### src/rtl/input_handshake_pkg.sv
// Shared definitions for the IN-instruction operator handshake: FSM state
// encoding and the control-unit PC-mux code that marks the input-wait state.
package input_handshake_pkg;

  localparam logic [1:0] IDLE         = 2'd0;
  localparam logic [1:0] WAIT_RELEASE = 2'd1;
  localparam logic [1:0] WAIT_PRESS   = 2'd2;
  localparam logic [1:0] ACK          = 2'd3;

  // PC-mux select the control unit drives while it waits for processIn.
  localparam logic [3:0] MUXPC_WAIT_IN = 4'd5;

  localparam int IN_DATA_WIDTH = 32;

endpackage

### src/rtl/input_debouncer.sv
// Synchronizes and debounces one raw asynchronous key; level is 1 while the
// key is considered pressed, regardless of the key's electrical polarity.
module input_debouncer #(
  parameter int DEBOUNCE_CYCLES = 500000,
  parameter int SYNC_STAGES     = 2,
  parameter bit ACTIVE_LOW      = 1'b1
) (
  input  logic clock,
  input  logic reset,
  input  logic raw,
  output logic level
);

  localparam int CNT_W = (DEBOUNCE_CYCLES > 1) ? $clog2(DEBOUNCE_CYCLES) : 1;
  localparam logic [CNT_W-1:0] CNT_LAST = CNT_W'(DEBOUNCE_CYCLES - 1);

  logic                   normalized;
  logic [SYNC_STAGES-1:0] sync_chain;
  logic                   synced;
  logic [CNT_W-1:0]       count;

  // Polarity is folded in ahead of the chain so a cleared chain reads as released.
  assign normalized = raw ^ ACTIVE_LOW;
  assign synced     = sync_chain[SYNC_STAGES-1];

  always_ff @(posedge clock) begin
    if (reset) begin
      sync_chain <= '0;
    end else begin
      sync_chain <= {sync_chain[SYNC_STAGES-2:0], normalized};
    end
  end

  always_ff @(posedge clock) begin
    if (reset) begin
      level <= 1'b0;
      count <= '0;
    end else if (synced == level) begin
      count <= '0;
    end else if (count == CNT_LAST) begin
      level <= synced;
      count <= '0;
    end else begin
      count <= count + 1'b1;
    end
  end

endmodule

### src/rtl/input_handshake_unit.sv
// Operator handshake for the IN instruction: debounced confirm key, switch
// capture onto in_data and a one-cycle process_in strobe to the PC.
// Define INPUT_SIGN_EXT_EN to sign-extend the captured switches (default: zero-extend).
module input_handshake_unit
  import input_handshake_pkg::*;
#(
  parameter int DATA_WIDTH      = 16,
  parameter int DEBOUNCE_CYCLES = 500000,
  parameter int SYNC_STAGES     = 2,
  parameter bit BTN_ACTIVE_LOW  = 1'b1
) (
  input  logic                     clock,
  input  logic                     reset,
  input  logic                     in_request,
  input  logic [DATA_WIDTH-1:0]    switches,
  input  logic                     confirm_btn,
  output logic [IN_DATA_WIDTH-1:0] in_data,
  output logic                     process_in,
  output logic                     waiting
);

  function automatic logic [IN_DATA_WIDTH-1:0] extend(input logic [DATA_WIDTH-1:0] value);
`ifdef INPUT_SIGN_EXT_EN
    logic signed [DATA_WIDTH-1:0] signed_value;
    signed_value = value;
    return IN_DATA_WIDTH'(signed_value);
`else
    return IN_DATA_WIDTH'(value);
`endif
  endfunction

  logic                  pressed;
  logic [DATA_WIDTH-1:0] sw_sync [SYNC_STAGES];
  logic [1:0]            state;
  logic [1:0]            state_next;

  input_debouncer #(
    .DEBOUNCE_CYCLES (DEBOUNCE_CYCLES),
    .SYNC_STAGES     (SYNC_STAGES),
    .ACTIVE_LOW      (BTN_ACTIVE_LOW)
  ) u_confirm_debouncer (
    .clock (clock),
    .reset (reset),
    .raw   (confirm_btn),
    .level (pressed)
  );

  // Switch synchronizer stages
  always_ff @(posedge clock) begin
    if (reset) begin
      for (int i = 0; i < SYNC_STAGES; i++) begin
        sw_sync[i] <= '0;
      end
    end else begin
      sw_sync[0] <= switches;
      for (int i = 1; i < SYNC_STAGES; i++) begin
        sw_sync[i] <= sw_sync[i-1];
      end
    end
  end

  // A release must be seen before a press counts, so a held key never re-confirms.
  always_comb begin
    state_next = state;
    case (state)
      IDLE: begin
        if (in_request) state_next = WAIT_RELEASE;
      end
      WAIT_RELEASE: begin
        if (!pressed) state_next = in_request ? WAIT_PRESS : IDLE;
      end
      WAIT_PRESS: begin
        if (!in_request)  state_next = IDLE;
        else if (pressed) state_next = ACK;
      end
      ACK: begin
        state_next = WAIT_RELEASE;
      end
      default: begin
        state_next = IDLE;
      end
    endcase
  end

  always_ff @(posedge clock) begin
    if (reset) begin
      state      <= IDLE;
      process_in <= 1'b0;
      in_data    <= '0;
    end else begin
      state      <= state_next;
      process_in <= (state_next == ACK);
      if (state == WAIT_PRESS && state_next == ACK) begin
        in_data <= extend(sw_sync[SYNC_STAGES-1]);
      end
    end
  end

  assign waiting = in_request && (state == WAIT_RELEASE || state == WAIT_PRESS);

endmodule

### config.mk
export PLATFORM = sky130hd
export DESIGN_NAME = input_handshake_unit
export DESIGN_NICKNAME = d
export VERILOG_FILES = /design/src/rtl/input_handshake_pkg.sv /design/src/rtl/input_debouncer.sv /design/src/rtl/input_handshake_unit.sv
export SDC_FILE = /design/constraint.sdc
export NUM_CORES = 1
export LEC_CHECK = 0
export ABC_CLOCK_PERIOD_IN_PS = 5800
export CORE_ASPECT_RATIO = 0.75
export CORE_MARGIN = 4
export CORE_UTILIZATION = 49
export CTS_CLUSTER_DIAMETER = 200
export CTS_CLUSTER_SIZE = 14
export DETAILED_ROUTE_END_ITERATION = 10
export PLACE_DENSITY = 0.8
export SLEW_MARGIN = 5
export SYNTH_ARGS = -nofsm -noshare
export SYNTH_HDL_FRONTEND = slang
export SYNTH_SLANG_ARGS = --single-unit
### constraint.sdc
create_clock -name clock -period 5.8 [get_ports clock]
set_input_delay 1.16 -clock clock [delete_from_list [all_inputs] [get_ports clock]]
set_output_delay 1.16 -clock clock [all_outputs]
set_load 0.1 [all_outputs]
==> After elaboration in Yosys (flattened, before gate mapping) <==
Memories as Yosys holds them, arrays and structs flattened. A register that Yosys moved wholly into a read port is not among the register bits.
Cells that the tools add are included.
{ "totals": {"regBits": 25, "ram_bits": 32, "inputBits": 20, "output_inout_bits": 34, "elab_cells": 34, "mem_count": 1} }
{ "memory_table": {"columns": ["memory", "words", "width", "read_ports", "rd_ports_with_merged_regs", "write_ports", "line", "rtl"], "rows": [
  ["sw_sync", 2, 16, 2, 1, 2, "input_handshake_unit.sv:33", "logic [DATA_WIDTH-1:0] sw_sync [SYNC_STAGES];"]
]} }
{ "classes": {"addsub": 1, "n_eq_ne": 6, "mux": 11, "bitwise_logic": 4, "reduce_logical": 6} }
{ "ops": {"columns": ["cell", "count"], "rows": [
  ["$mux W16", 2],
  ["$add A19 B1 Y19 const B", 1],
  ["$eq A19 B19 Y1 const B", 1],
  ["$mux W2", 5],
  ["$pmux W2 S4", 1],
  ["$eq A2 B2 Y1 const B", 3],
  ["$mux W1", 3],
  ["$reduce_or A3 Y1", 1],
  ["$eq A2 B1 Y1 const B", 1],
  ["$logic_and A1 B1 Y1", 2],
  ["$logic_not A2 Y1", 1],
  ["$not A1 Y1", 2],
  ["$or A1 B1 Y1", 2],
  ["$reduce_and A2 Y1", 1],
  ["$eq A1 B1 Y1", 1],
  ["$logic_or A1 B1 Y1", 1]
]} }

==> Depth between registers and ports, before layout <==
Gate-level depths: netlist (run 1).
{ "depth": {"depth_word": 5, "mapped_depth": 8, "mapped_depth_nobuf": 6} }

==> Cells and area by module <==
Synthesis (run 1) repeated with hierarchy kept, for this count alone.
{ "hier_totals": {"cells_unflattened": 289, "hier_area_um2": 2929.1} }
{ "modules_own_cells": {"columns": ["mod", "n_inst", "cells_per_inst", "area_each_um2", "seq_area_each_um2"], "rows": [
  ["input_handshake_unit", 1, 180, 1946.9, 1021.0],
  ["input_debouncer", 1, 109, 982.2, 440.4]
]} }

==> Worst setup path after synthesis (run 1) <==
OpenSTA, ideal clock, no wires.
{ "synth_path": {"path_kind": "input -> output", "startpoint": "in in_request", "endpoint": "out waiting", "t_arrival_ns": 1.894, "t_required_ns": 4.640, "slack_ns": 2.746, "stages": 1, "path_buffers": 0, "path_cell_list": "and2_1"} }
{ "synth_via": {"elab_chain_cells": 1} }
{ "synth_lines": {"columns": ["item", "line", "rtl"], "rows": [
  ["start, declared", "input_handshake_unit.sv:14", "input logic in_request,"],
  ["$logic_and A1 B1 Y1", "input_handshake_unit.sv:99", "assign waiting = in_request && (state == WAIT_RELEASE || state == WAIT_PRESS);"],
  ["end, declared", "input_handshake_unit.sv:19", "output logic waiting"]
]} }
Every way passes these cells.

==> Worst setup path after layout (run 1) <==
Ends and elaborated chain as after synthesis.

==> impl_metrics.csv, run 1 <==
group,metric,value,unit
status,status,"finished, final reports clean",
placement,hpwl,3090,um
pwr,p_switching,0.000260,W
logic_synthesis,netlist_instances,292,
placement,io_buffers,37,
clocking,cts_tree,"yes",
critical_path,cp.arrival,2.99,ns
critical_path,reg2reg_depth,6,
logic_synthesis,synthAdderAreaFrac,2.16,%
critical_path,required,4.64,ns
timing,fmax,241,MHz
final_layout,final_common_cell,"dfxtp_1",
logic_synthesis,ys_warn_count,0,
final_layout,layout_common_cells,"73 x dfxtp_1, 36 x clkdlybuf4s50_1, 35 x nand2b_1",
timing,grt_setup_unrepaired,"no",
pwr,pwr-share-seq,47.1,%
placement,pre_cts_ws,1.65,ns
logic_synthesis,syn_avg_cell_area,9.91,sq um
run,maxCapViolations,0,
hold_path,worstHoldPathCells,1,
die,floorplan.initialDensity,52.4,%
logic_synthesis,seq_area_frac_synth,50.5,%
critical_path,r2r_setup_slack,3.41,ns
pwr,peakVddDrop,0.216,mV
logic_synthesis,synth_xor_area_share,4.24,%
grt,grt_overflow,0,
timing,setup_tns,0,ns
grt,antenna_found_initial,0,
clocking,post_cts_buffers,0,
timing,min_period_over_period,71.5,%
clocking,numCtsBuffers,9,
routing,drcViolationCount,0,
routing,detail-route-antenna-nets,0,
pwr,combPwrFrac,8.8,%
logic_synthesis,synthMuxAreaShare,5.54,%
placement,routabilityCongestion,0.820,
logic_synthesis,syn_area,2890,sq um
critical_path,worstSetupStartpointType,"input port",
logic_synthesis,synth_top_family_by_area,"simple AND/OR/NAND/NOR gates",
grt,grt_busiest_layer,"met2",
clocking,cts-hold-fix-buffers,0,
grt,grt_util_met1,16.1,%
die,core-area,5530,sq um
pwr,power_density,315,nW/um^2
final_layout,diodes,0,
grt,grtUsageMet3,5.15,%
routing,vias,1913,
critical_path,reg2reg_to,"in_data[5]$_SDFFE_PP0P_",
final_layout,nets,354,
grt,grt_max_degree,72,
timing,fin_skew,0.00633,ns
final_layout,area_delta_synth_final,20.8,%
die,rows,23,
hold_path,min_from,"sw_sync[0][3]$_SDFF_PP0_",
routing,drt-vias-per-instance,4.68,
clocking,clk_latency,0.35,ns
final_layout,finalCoreUtilization,63.3,%
hold_path,whs_endpoint,"sw_sync[1][3]$_SDFF_PP0_",
routing,drt_iter0_markers,71,
logic_synthesis,synth_edf_count,0,
grt,grt_pass1_wl,7760,um
critical_path,endpoint_kind,"output port",
logic_synthesis,synth-seq-cells,73,
grt,gr-usage-met2,22.5,%
pwr,swShare,23.7,%
clocking,clock-sinks,73,
timing,worst_slack,1.65,ns
die,dieArea,7210,sq um
clocking,clk_path_buf_depth,2,
timing,slew_viol_final,0,
logic_synthesis,ys_types,40,
timing,tightest_slew,0.993,ns
clocking,clkTransAtPathRegs,0.08,ns
grt,grt_pass1_vias,1785,
critical_path,reg2reg_from,"state[1]$_SDFF_PP0_",
pwr,power.internal,0.000839,W
final_layout,drive_gt1_share,7.49,%
timing,hold_viol_final,0,
pwr,p_leak,1.20,nW
die,io_pins,54,
timing,fin_crit,4.15,ns
timing,max_slew_margin,33.8,%
logic_synthesis,synth-main-ff-cell,"dfxtp_1",
logic_synthesis,postSynth.asyncResetShare,0,%
critical_path,crit_type,"in2out",
critical_path,worstPathMaxFanout,6,
routing,dr.pass1.iters,4,
logic_synthesis,yosys.area_share.simple,27.1,%
routing,drt_wl_total,4650,um
clocking,ctsResizeCount,0,
grt,grt_usage,13.7,%
routing,wl_per_cell,11.4,um
die,die_x,96.7,um
pwr,clockPowerShare,44.2,%
clocking,cts_max_level,3,
clocking,cts_root_buf,"clkbuf_8",
hold_path,min_path_type,"reg2reg",
timing,finalSetupViolCount,0,
logic_synthesis,synth-compound-area-share,3.89,%
die,fp.dieH,74.5,um
==> registers in the layout, indices dropped and copies added (netlist names) <==
register and flops:
u_confirm_debouncer.level 1, u_confirm_debouncer.sync_chain 2, process_in 1, state 2, sw_sync 32, in_data 16
u_confirm_debouncer.count 19
==> cells in the mapped netlist (all sizes together) (2+ instances only) <==
cell type | count | share of area [%]
nor2 | 19 | 2.5
o21ai | 3 | 0.52
o31ai | 2 | 0.52
dfxtp | 73 | 51
nor3 | 5 | 0.86
nor2b | 33 | 7.1
or3 | 3 | 0.69
or4 | 3 | 0.78
buf | 19 | 4.8
or2 | 3 | 0.65
nor4 | 4 | 0.86
nand4 | 3 | 0.65
nand2 | 10 | 1.3
nand2b | 35 | 7.6
a21oi | 6 | 1.0
inv | 6 | 0.78
nand3 | 7 | 1.4
nor3b | 2 | 0.52
ha | 5 | 2.2
xnor2 | 10 | 3.0
or4b | 2 | 0.82
mux2i | 16 | 5.5
xor2 | 4 | 1.2
clkbuf | 7 | 0.91
==> power groups by stage <==
| stage | registers, W | clock network, W | logic [W] |
|---|---|---|---|
| floorplan | 0.000529 | 0 | 0.0000856 |
| global route | 0.000519 | 0.000513 | 0.000103 |
| global placement | 0.000529 | 0 | 0.0000958 |
| detailed placement | 0.000529 | 0 | 0.0000965 |
| CTS | 0.000517 | 0.000497 | 0.0000968 |
| finish | 0.000517 | 0.000486 | 0.0000964 |
==> critical path, stage by stage <==
cell             delay [ns]
clkdlybuf4s50_1        0.56
and2_1                 0.15
clkdlybuf4s50_1        1.12
==> metal layers <==
metal / vias to the layer above / share of wire [%] / wire [um]
met2: 49 / 44 / 2030
li1: 1001 / - / -
met5: - / 0 / 0
met4: 0 / 2.0 / 94
met3: 10 / 6.2 / 288
met1: 853 / 48 / 2240
==> how the worst max path moves through the flow <==
stage	from	depth (start not counted)	to	slack, ns
finish	in_request	3	waiting	1.65
global route	in_request	3	waiting	1.60
CTS	in_request	3	waiting	1.65
detailed placement	in_request	3	waiting	1.65
global placement	in_request	3	waiting	1.67
floorplan	in_request	1	waiting	2.75
==> layout make-up <==
cell class              count  area (sq um)
repair buffers             37           365
fillers                   461          2030
clock buffers              10           138
well taps                  75          93.8
multi-input cells         202          1300
flip-flops and latches     73          1460
inverters                   6          22.5
clock inverters             6           114
==> kinds of logic after synthesis <==
family | after synthesis
compound gates | 17
flops | 73
xor+xnor | 14
mux | 16
simple gates | 134
fa+ha+maj | 5
other cells | 1
buf+inv | 32
==> through the flow <==
stage	instances	total power (W)	area, sq um	hold WS [ns]
5_1_grt	409	0.00113	3500	0.447
3_5_place_dp	393	0.000626	3240	0.420
4_1_cts	409	0.00111	3500	0.437
3_3_place_gp	393	0.000625	3240	0.418
2_1_floorplan	307	0.000615	2950	0.414
6_report	409	0.00110	3500	0.436
Note: power is estimated with default switching activity, not from simulation.
==> run 2, diff against run 1 <==
--- a/config.mk
+++ b/config.mk
@@ -5,14 +5,14 @@
 export SDC_FILE = /design/constraint.sdc
 export NUM_CORES = 1
 export LEC_CHECK = 0
-export ABC_CLOCK_PERIOD_IN_PS = 5800
+export ABC_CLOCK_PERIOD_IN_PS = 3400
 export CORE_ASPECT_RATIO = 0.75
 export CORE_MARGIN = 4
-export CORE_UTILIZATION = 49
+export CORE_UTILIZATION = 46
 export CTS_CLUSTER_DIAMETER = 200
 export CTS_CLUSTER_SIZE = 14
 export DETAILED_ROUTE_END_ITERATION = 10
-export PLACE_DENSITY = 0.8
+export PLACE_DENSITY = 0.79
 export SLEW_MARGIN = 5
 export SYNTH_ARGS = -nofsm -noshare
 export SYNTH_HDL_FRONTEND = slang
==> constraint.sdc (replaced) <==
create_clock -name clock -period 3.4 [get_ports clock]
set_input_delay 0.68 -clock clock [delete_from_list [all_inputs] [get_ports clock]]
set_output_delay 0.68 -clock clock [all_outputs]
set_load 0.1 [all_outputs]
==> impl_metrics.csv, run 2 (synthesis gave the netlist of run 1 again) <==
group,metric,value,unit
status,status,"finished, final reports clean",
placement,io_buffers,37,
pwr,peakVddDrop,0.237,mV
die,fp.dieH,76.7,um
critical_path,critPathSlowestCell,"clkdlybuf4s50_1",
critical_path,worstPathMaxFanout,2,
routing,drt-vias-per-instance,4.74,
hold_path,min_path_type,"reg2reg",
die,die_x,99.6,um
pwr,clockPowerShare,41.9,%
grt,grt_usage,13.5,%
clocking,clock-sinks,73,
timing,min_period_over_period,74.4,%
final_layout,diodes,0,
critical_path,cp_num_buf_inv,1,
final_layout,top_register,"sw_sync",
final_layout,final_common_cell,"dfxtp_1",
final_layout,reg_top3,"sw_sync: 32 flops, u_confirm_debouncer.count: 19 flops, in_data: 16 flops",
placement,routabilityCongestion,0.834,
routing,dr.pass1.iters,6,
clocking,clk_path_buf_depth,2,
pwr,p_leak,1.20,nW
clocking,cts_max_level,3,
clocking,clk_latency,0.35,ns
final_layout,final_cells,413,
die,dieArea,7630,sq um
routing,detail-route-antenna-nets,0,
timing,finalSetupViolCount,0,
die,floorplan.initialDensity,48.7,%
timing,setup_tns,0,ns
critical_path,max_stage_delay,1.14,ns
timing,worst_slack,0.872,ns
pwr,power_density,519,nW/um^2
routing,drt_wl_total,4860,um
pwr,combPwrFrac,9.2,%
final_layout,drive_gt1_share,8.36,%
timing,slew_viol_final,0,
routing,wl_per_cell,11.8,um
clocking,ctsResizeCount,0,
grt,grt_overflow,0,
critical_path,required,2.72,ns
grt,grt_pass1_vias,1780,
pwr,swShare,24.7,%
critical_path,cp_top_family,"buffers and inverters",
critical_path,endpoint_kind,"output port",
final_layout,largest_reg_flops,32,
placement,pre_cts_ws,0.491,ns
clocking,cts-hold-fix-buffers,0,
placement,dp.cells,397,
critical_path,cp.arrival,1.85,ns
grt,grt_max_degree,71,
timing,max_slew_margin,33.9,%
timing,grt_setup_unrepaired,"no",
routing,drcViolationCount,0,
critical_path,path_cells,"clkdlybuf4s50_1",
die,rows,24,
grt,gr-usage-met2,20.7,%
pwr,pwr-share-seq,48.9,%
timing,tightest_slew,0.988,ns
grt,grt_busiest_layer,"met2",
routing,vias,1956,
die,io_pins,54,
clocking,cts_root_buf,"clkbuf_8",
pwr,p_switching,0.000446,W
clocking,cts_tree,"yes",
clocking,post_cts_buffers,0,
final_layout,nets,355,
run,maxCapViolations,0,
pwr,power.internal,0.00136,W
timing,fmax,396,MHz
grt,grtUsageMet3,5.17,%
clocking,numCtsBuffers,9,
critical_path,crit_type,"reg2out",
final_layout,area_delta_synth_final,20.2,%
final_layout,layout_common_cells,"73 x dfxtp_1, 35 x nand2b_1, 34 x clkdlybuf4s50_1",
grt,grt_util_met1,15.6,%
die,core-area,5950,sq um
clocking,clkTransAtPathRegs,0.08,ns
pwr,p_total,0.00180,W
grt,grt_pass1_wl,8050,um
timing,hold_viol_final,0,
grt,antenna_found_initial,0,
timing,fin_crit,2.53,ns
placement,hpwl,3320,um
routing,drt_iter0_markers,76,
timing,fin_skew,0.00883,ns
critical_path,worstSetupStartpointType,"register",
## run 2: worst register-to-register path: stages, from the launching register on
cell and delay (ns):
dfxtp_1 0.43, inv_1 0.09, ha_1 0.26, or3b_2 0.22, a21boi_0 0.17, o311a_1 0.83, mux2i_1 0.27
## run 2: layout make-up
class | instances | area [sq um]
clock buffer | 10 | 138
clock inverter | 6 | 87.6
fill | 517 | 2470
inverter | 6 | 22.5
multi-input combinational | 202 | 1300
sequential | 73 | 1460
tap | 78 | 97.6
timing repair buffer | 38 | 368
## run 2: power by group through the flow
stage | clock (W) | sequential (W) | combinational, W
6_report | 0.000756 | 0.000883 | 0.000165
2_1_floorplan | 0 | 0.000903 | 0.000146
4_1_cts | 0.000775 | 0.000883 | 0.000166
3_3_place_gp | 0 | 0.000902 | 0.000163
3_5_place_dp | 0 | 0.000903 | 0.000166
5_1_grt | 0.000808 | 0.000885 | 0.000176
## run 2: final timing paths
path	from	end	slack (ns)	cells past startpoint
setup / recovery	in_data[10]$_SDFFE_PP0P_	in_data[10]	0.87	1
hold / removal	sw_sync[0][11]$_SDFF_PP0_	sw_sync[1][11]$_SDFF_PP0_	0.44	1
setup reg to reg	state[0]$_SDFF_PP0_	in_data[7]$_SDFFE_PP0P_	1.06	6
hold reg to reg	sw_sync[0][11]$_SDFF_PP0_	sw_sync[1][11]$_SDFF_PP0_	0.44	1
## run 2: stage by stage
step | util (%) | area, sq um | hold slack [ns]
after floorplan | - | 2950 | 0.414
after global placement | 54.7 | 3250 | 0.417
after detailed placement | 54.7 | 3250 | 0.424
after CTS | 58.5 | 3480 | 0.442
after global routing | 58.5 | 3480 | 0.451
final | 58.5 | 3480 | 0.439
## run 2: routing by layer
layer	routed length [um]	up-vias
met4	182	0
li1	-	1008
met2	2200	49
met1	2210	880
met3	267	19
met5	0	-
==> run 3, diff against run 2 <==
--- a/config.mk
+++ b/config.mk
@@ -5,7 +5,7 @@
 export SDC_FILE = /design/constraint.sdc
 export NUM_CORES = 1
 export LEC_CHECK = 0
-export ABC_CLOCK_PERIOD_IN_PS = 3400
+export ABC_CLOCK_PERIOD_IN_PS = 2200
 export CORE_ASPECT_RATIO = 0.75
 export CORE_MARGIN = 4
 export CORE_UTILIZATION = 46
==> constraint.sdc (replaced) <==
create_clock -name clock -period 2.2 [get_ports clock]
set_input_delay 0.44 -clock clock [delete_from_list [all_inputs] [get_ports clock]]
set_output_delay 0.44 -clock clock [all_outputs]
set_load 0.1 [all_outputs]
==> impl_metrics.csv, run 3 (synthesis gave the netlist of run 1 again) <==
group,metric,value,unit
die,floorplan.initialDensity,48.7,%
placement,place_area,3250,sq um
final_layout,drive_gt1_share,13.1,%
timing,grt_setup_unrepaired,"no",
pwr,pwr-share-seq,48.1,%
routing,vias,1939,
die,core-area,5950,sq um
pwr,p_switching,0.000652,W
clocking,cts_root_buf,"clkbuf_8",
timing,max_slew_margin,63.2,%
die,dieArea,7630,sq um
clocking,numCtsBuffers,9,
routing,drt_wl_total,4780,um
timing,worst_slack,0.228,ns
placement,pre_cts_ws,0.0182,ns
grt,grt_pass1_wl,8310,um
critical_path,cp.arrival,2.24,ns
clocking,cts-hold-fix-buffers,0,
pwr,peakVddDrop,0.431,mV
clocking,clkTransAtPathRegs,0.07,ns
timing,fmax,507,MHz
final_layout,top_register,"sw_sync",
final_layout,finalCoreUtilization,58.6,%
clocking,cts_max_level,3,
timing,hold_viol_final,0,
routing,drt-vias-per-instance,4.67,
critical_path,endpoint_kind,"register",
routing,detail-route-antenna-nets,0,
placement,hpwl,3310,um
die,die_x,99.6,um
clocking,clock-sinks,73,
final_layout,multiInputGateArea,1300,sq um
final_layout,fillers,503,
pwr,swShare,23.0,%
timing,setup_tns,0,ns
grt,grt_overflow,0,
final_layout,diodes,0,
pwr,power.internal,0.00219,W
timing,tightest_slew,0.551,ns
clocking,post_cts_buffers,0,
final_layout,layout.area.seq,1460,sq um
clocking,clk_latency,0.33,ns
critical_path,worstSetupStartpointType,"register",
routing,drt_iter0_markers,125,
grt,antenna_found_initial,0,
final_layout,largest_reg_flops,32,
status,status,"finished, final reports clean",
grt,grt_usage,13.8,%
critical_path,required,2.47,ns
pwr,combPwrFrac,9.2,%
timing,min_period_over_period,89.6,%
final_layout,postLayoutCellArea,3490,sq um
die,rows,24,
grt,grt_max_degree,71,
pwr,clockPowerShare,42.7,%
clocking,clk_path_buf_depth,2,
final_layout,reg_top3,"sw_sync: 32 flops, u_confirm_debouncer.count: 19 flops, in_data: 16 flops",
timing,fin_hold_ws,0.427,ns
pwr,p_leak,1.25,nW
clocking,ctsResizeCount,0,
final_layout,layout_common_cells,"73 x dfxtp_1, 35 x nand2b_1, 33 x nor2b_1",
placement,io_buffers,37,
critical_path,crit_type,"reg2reg",
hold_path,min_path_type,"in2reg",
grt,grt_pass1_vias,1861,
timing,fin_skew,0.00407,ns
routing,drcViolationCount,0,
timing,fin_crit,1.97,ns
routing,dr.pass1.iters,4,
die,io_pins,54,
clocking,cts_tree,"yes",
timing,finalSetupViolCount,0,
placement,routabilityCongestion,0.840,
timing,slew_viol_final,0,
final_layout,final_common_cell,"dfxtp_1",
pwr,power_density,814,nW/um^2
final_layout,area_delta_synth_final,20.5,%
run,maxCapViolations,0,
critical_path,worstPathMaxFanout,5,
die,fp.dieH,76.7,um
final_layout,nets,357,
routing,wl_per_cell,11.5,um
[run 3: cell types whose count changed in the layout (fill, tap and decap cells not counted)]
cell	before	now
buf_12	0	2
clkinv_2	2	1
clkbuf_8	10	9
bufinv_16	2	3
clkdlybuf4s50_1	34	18
buf_4	3	19
clkbuf_1	0	2
inv_6	2	0
clkinv_4	0	1
[run 3: path summary, 6_finish.rpt]
kind / startpoint / to / slack, ns / cells after the start
hold / removal: reset / u_confirm_debouncer.count[2]$_SDFF_PP0_ / 0.43 / 3
hold reg to reg: sw_sync[0][13]$_SDFF_PP0_ / sw_sync[1][13]$_SDFF_PP0_ / 0.43 / 1
setup / recovery: u_confirm_debouncer.count[0]$_SDFF_PP0_ / u_confirm_debouncer.count[18]$_SDFF_PP0_ / 0.23 / 5
setup reg to reg: u_confirm_debouncer.count[0]$_SDFF_PP0_ / u_confirm_debouncer.count[18]$_SDFF_PP0_ / 0.23 / 5
[run 3: power groups by stage]
stage / logic (W) / clock network (W) / registers (W)
after global routing: 0.000278 / 0.00132 / 0.00137
after detailed placement: 0.000262 / 0 / 0.00140
after global placement: 0.000258 / 0 / 0.00139
after floorplan: 0.000226 / 0 / 0.00140
after CTS: 0.000262 / 0.00125 / 0.00136
final: 0.000261 / 0.00121 / 0.00137
[run 3: stage by stage]
stage	power, W	std cells
final	0.00284	415
after global routing	0.00297	415
after CTS	0.00288	415
after detailed placement	0.00166	399
after global placement	0.00165	399
after floorplan	0.00162	307
[run 3: metal layers]
metal  share of wire, %  global-route usage, %
met3                6.3                   4.99
met2                 47                   22.0
met5                  0                      0
met1                 45                   16.2
met4                1.2                   7.09
[run 3: worst max-delay path, cell delays in order, from the launching register on]
cell and delay [ns]:
dfxtp_1 0.38, ha_1 0.25, nand4_1 0.25, or2_2 0.42
or4_1 0.47, a21oi_1 0.14
[run 3: final cells by class]
class                      count  share of cell area, %
clock buffer                  11                   3.77
clock inverter                 5                   2.98
inverter                       6                  0.646
multi-input combinational    202                   37.3
sequential                    73                   41.9
tap                           78                   2.80
timing repair buffer          40                   10.6
==> edit 1: new RTL, settings of run 1 <==
Make the reset (`reset`) asynchronous in 4 clocked blocks.
--- a/src/rtl/input_debouncer.sv
+++ b/src/rtl/input_debouncer.sv
@@ -25,3 +25,3 @@
 
-  always_ff @(posedge clock) begin
+  always_ff @(posedge clock or posedge reset) begin
     if (reset) begin
@@ -33,3 +33,3 @@
 
-  always_ff @(posedge clock) begin
+  always_ff @(posedge clock or posedge reset) begin
     if (reset) begin
--- a/src/rtl/input_handshake_unit.sv
+++ b/src/rtl/input_handshake_unit.sv
@@ -48,3 +48,3 @@
   // Switch synchronizer stages
-  always_ff @(posedge clock) begin
+  always_ff @(posedge clock or posedge reset) begin
     if (reset) begin
@@ -84,3 +84,3 @@
 
-  always_ff @(posedge clock) begin
+  always_ff @(posedge clock or posedge reset) begin
     if (reset) begin
Formal check against the unedited RTL: differs if reset is asserted again (counterexample within 4 cycles, from zero or initial values and one cycle with reset high); with reset held inactive, the same outputs for 10 cycles.
==> edit 1 against run 1 <==
Worst setup slack improved by 0.027 ns. Sequential share of layout area increased by 12 points. Sequential cell count unchanged. Final area decreased by 3.7%. Wire length decreased by 3.2%. Synthesized area decreased by 2.6%. Fmax increased by 0.66%.
Power is not compared: it rests on default switching activity, and its combinational part moved more than twofold at a synthesized area within 25%.
==> edit 1: results (changes against run 1) <==
Outcome
The run finished with clean final reports.

Placement
The HPWL reported at the end of detailed placement is 3.06 mm (-0.77%). The number of input and output port buffers inserted was 37 (unchanged). The final RePlAce weighted congestion is 0.779 (-5.0%).

Setup path
The worst register-to-register path begins at state[0]$_DFF_PP0_. The endpoint identified for the worst register-to-register timing path is in_data[4]$_DFFE_PP0P_. The setup slack on the worst flop-to-flop path is 3.24 ns (-0.17 ns).

The maximum fanout along the worst path is 5 (-1). The critical path arrival came to 2.96 ns (-0.03 ns). The depth of the most critical reg-to-reg path is 6 (unchanged).

GRT
The largest net degree at the start of global routing came to 74 (+2.8%). The overall global routing resource usage is 13.7% (about the same). The number of global-route vias before repair is 1571 (-12%).

The number of antenna violations at the first check in global routing is 0 (unchanged). The global-route wire length before repair came to 7.17 mm (-7.6%).

CTS
The number of setup buffers added after CTS was 0 (unchanged). The depth of the CTS H-tree is 3 (unchanged). The number of clock buffers inserted by TritonCTS is 9 (unchanged). The maximum buffer depth of the clock tree is 2 (unchanged). After clock tree synthesis, the clock-pin slew on the worst setup and hold paths is 0.07 ns.

The number of resized instances in the post-cts repair step is 0 (unchanged). The clock tree root buffer cell is sky130_fd_sc_hd__clkbuf_8. The clock latency at the later pin of the worst-skew pair is 0.34 ns.

Synth
The share of synthesized area occupied by flip-flops and latches came to 64.8% (+14 points). The count of different cell masters after synthesis came to 36 (-10%). After synthesis, the cell types taking the most area are sky130_fd_sc_hd__dfrtp_1 (65%), sky130_fd_sc_hd__mux2_2 (7.6%), sky130_fd_sc_hd__buf_4 (4.5%), sky130_fd_sc_hd__ha_1 (2.2%), sky130_fd_sc_hd__xnor2_1 (1.9%). In the synthesized netlist, the cells that appear most often are sky130_fd_sc_hd__dfrtp_1 (73), sky130_fd_sc_hd__mux2_2 (19), sky130_fd_sc_hd__buf_4 (17). The count of warnings emitted by yosys is 0 (unchanged).

The async set-or-reset flop fraction in the synthesized netlist was 100% (+100 points).

STA
The maximum clock skew at final layout was 0.00633 ns (-0.00000891 ns). The number of setup violations in the final report is 0 (unchanged). The slew at the pin closest to its max-slew limit was 0.986 ns (-0.00710 ns).

Drt
The detailed router's first-iteration violation count is 66 (-7.0%). The via-per-instance ratio is 4.85 (+3.6%). The average wire length per cell after detail routing is 13.4 um (+18%). The first-pass detailed-route iteration total is 4 (unchanged).

Power and ir drop
Summed over all cells, the static leakage comes to 0.00151 uW. The maximum VDD drop is 0.337 mV.

Final layout
The largest registers in the layout are sw_sync x32, u_confirm_debouncer.count x19, in_data x16. The number of antenna cells inserted is 0 (unchanged). The fraction of final layout cells with drive strength greater than 1 came to 16.9% (+9.4 points). The number of nets in the layout came to 281 (-21%).

Min path
The worst hold path begins at sw_sync[29]$_DFF_PP0_. The number of stages on the worst hold path is 0 (-1). For hold timing, the worst endpoint is sw_sync[13]$_DFF_PP0_.

The class of the tightest hold or removal check is flop to flop.
edit 1: final cells by class:
cell class              count  area (um^2)
inverters                  10         37.5
repair buffers             38          378
flip-flops and latches     73         1830
clock inverters             6         42.5
fillers                   424         2100
well taps                  75         93.8
clock buffers              10          128
multi-input cells         124          862
edit 1: worst max-delay path, cell delays in order:
cell and delay [ns]:
sky130_fd_sc_hd__clkdlybuf4s50_1 0.52, sky130_fd_sc_hd__and2_1 0.14, sky130_fd_sc_hd__clkdlybuf4s50_1 1.13
edit 1: through the flow:
step	std cells	hold slack, ns	area (um^2)	setup slack [ns]	power (uW)
3_3_place_gp	320	0.333	3200	1.71	1350
5_1_grt	336	0.350	3370	1.62	1760
6_report	336	0.350	3370	1.68	1690
4_1_cts	336	0.352	3370	1.67	1710
2_1_floorplan	228	0.331	2870	2.75	1210
3_5_place_dp	320	0.335	3200	1.67	1370
edit 1: layer usage:
metal | global-route usage [%] | vias up | share of wire (%)
met1 | 18.9 | 802 | 45
met3 | 5.83 | 0 | 6.2
met4 | 3.79 | 0 | 0
li1 | - | 779 | -
met2 | 20.0 | 47 | 48
met5 | 0 | - | 0
edit 1: kinds of logic (layout without fill, tap and decap cells):
logic type      Yosys count  count (layout)  share of synthesized area [%]
simple gates             53              53                           10.6
compound gates           20              20                           4.66
fa+ha+maj                 5               5                           2.22
xor+xnor                 11              11                           3.42
flops                    73              73                           64.8
buf+inv                  31              64                           6.57
mux                      19              19                           7.59
other cells               1              16                          0.133
edit 1: worst max-delay path by stage:
| stage | from | end | slack, ns | cells past startpoint |
|---|---|---|---|---|
| 6_report | in_request | waiting | 1.68 | 3 |
| 2_1_floorplan | in_request | waiting | 2.75 | 1 |
| 3_3_place_gp | in_request | waiting | 1.71 | 3 |
| 5_1_grt | in_request | waiting | 1.62 | 3 |
| 4_1_cts | in_request | waiting | 1.67 | 3 |
| 3_5_place_dp | in_request | waiting | 1.67 | 3 |
edit 1: report_power, final:
| part | internal [uW] | switching, uW |
|---|---|---|
| clock network | 157 | 184 |
| logic | 171 | 556 |
| registers | 582 | 41.4 |
| total | 910 | 782 |
==> edit 2: new RTL, flow settings as in run 1 <==
Without the edit above. Add a define of `INPUT_SIGN_EXT_EN`.
--- a/src/rtl/input_handshake_unit.sv
+++ b/src/rtl/input_handshake_unit.sv
@@ -3,2 +3,4 @@
 // Define INPUT_SIGN_EXT_EN to sign-extend the captured switches (default: zero-extend).
+`define INPUT_SIGN_EXT_EN
+
 module input_handshake_unit
Behaviour: same outputs for any inputs over 10 cycles, from zero or initial values and one cycle with reset high; that may be too few to reach the edited logic, so the function may still have changed.
==> edit 2 against run 1 <==
Final area grew 1.9%. Wire length grew 4.0%. Synthesized area shrank 0.13%. Total power shrank 9.2%. Worst setup slack lost 0.041 ns. Sequential cell count is the same. Global-route usage grew 0.50 points. Count of clock-buffer cells in the layout is the same. Highest routed layer unchanged.
==> edit 2: results (changes against run 1) <==
Synth
The proportion of synthesized area in mux cells is 5.54% (+0.0072 points). The post-synthesis xor/xnor area fraction is 4.24% (+0.0055 points). The share of synthesized area occupied by flip-flops and latches is 50.6% (+0.066 points). The synthesized-area fraction occupied by ao, oa, aoi and oai cells is 3.90% (+0.0051 points). Yosys attributes the largest share of cell area to sky130_fd_sc_hd__dfxtp_1 (51%), sky130_fd_sc_hd__nand2b_1 (7.6%), sky130_fd_sc_hd__nor2b_1 (7.1%), sky130_fd_sc_hd__mux2i_1 (5.5%), sky130_fd_sc_hd__buf_4 (4.4%). The area share of fa/ha/maj cells after synthesis is 2.17% (+0.0028 points). The number of standard cells after synthesis is 291 (-0.34%).

Setup path
The slowest stage of the critical path is the sky130_fd_sc_hd__clkdlybuf4s50_1 cell. In this run the critical register-to-register path is launched from state[0]$_SDFF_PP0_. The critical path arrival is 3.03 ns (+0.04 ns).

Placement
The number of input and output port buffers inserted is 53 (+43%). The worst setup slack before clock tree synthesis is 1.62 ns (-0.0271 ns). The HPWL reported at the end of detailed placement is 3.26 mm (+5.5%).

The final RePlAce weighted congestion came to 0.820 (about the same).

GRT
The number of global-route vias before repair was 1853 (+3.8%). The met3 usage in global routing is 6.75% (+1.6 points). The global-route wire length before repair came to 8.02 mm (+3.4%).

The overall global routing resource usage is 14.2% (+0.50 points). The met2 usage is 24.6% (+2.1 points). The met1 track demand over resource is 14.7% (-1.5 points).

Min path
The hold path startpoint is sw_sync[0][14]$_SDFF_PP0_.

CTS
The depth of the CTS H-tree was 3 (unchanged). The clock reaches the later pin of the worst-skew pair after 0.34 ns.

Power and ir drop
The static leakage is 0.00118 uW (-1.5%). The maximum VDD drop was 0.156 mV (-27%).

Outcome
The flow ran to the end, and the final reports show no timing, DRC or antenna violations.

STA
The tightest slew margin relative to the limit is 33.4% (-0.44 points). The maximum clock skew at final layout is 0.00749 ns (+0.00115 ns).

Final layout
The fraction of final layout cells with drive strength greater than 1 is 7.19% (-0.30 points).

Drt
The detailed-route wire length is 4.84 mm (+4.0%). The wire length on met2 is 2.32 mm (+14%). The number of vias in the routed layout is 1991 (+4.1%).

The detailed-route wire length on metal 1 came to 2.11 mm (-5.9%). The detailed router's first-iteration violation count is 89 (+25%). The total length of routed met3 wires is 326 um (+13%).
[edit 2: cell types whose count changed after synthesis]
cell,run 1,this run
sky130_fd_sc_hd__conb_1,1,0
[edit 2: cell type report]
type	instances	area, um^2
inverters	6	22.5
clock inverters	6	91.3
multi-input cells	186	1240
well taps	75	93.8
repair buffers	53	526
flip-flops and latches	73	1460
fillers	443	1960
clock buffers	10	128
[edit 2: path summary, 6_finish.rpt]
path                                     to  slack (ns)  cells after the start
setup reg to reg    in_data[3]$_SDFFE_PP0P_        3.42                      6
setup / recovery                    waiting        1.61                      3
hold reg to reg   sw_sync[1][14]$_SDFF_PP0_        0.43                      1
hold / removal    sw_sync[1][14]$_SDFF_PP0_        0.43                      1
[edit 2: where the power goes]
group	internal [uW]	total, uW	switching [uW]
registers	513	518	4.34
logic	27.6	52.3	24.8
clock network	243	428	185
total	784	998	214
[edit 2: critical path: cells and delay by family]
family	cells	cell delay (ns)
buffers and inverters	2	1.71
and+or+nand+nor	1	0.16
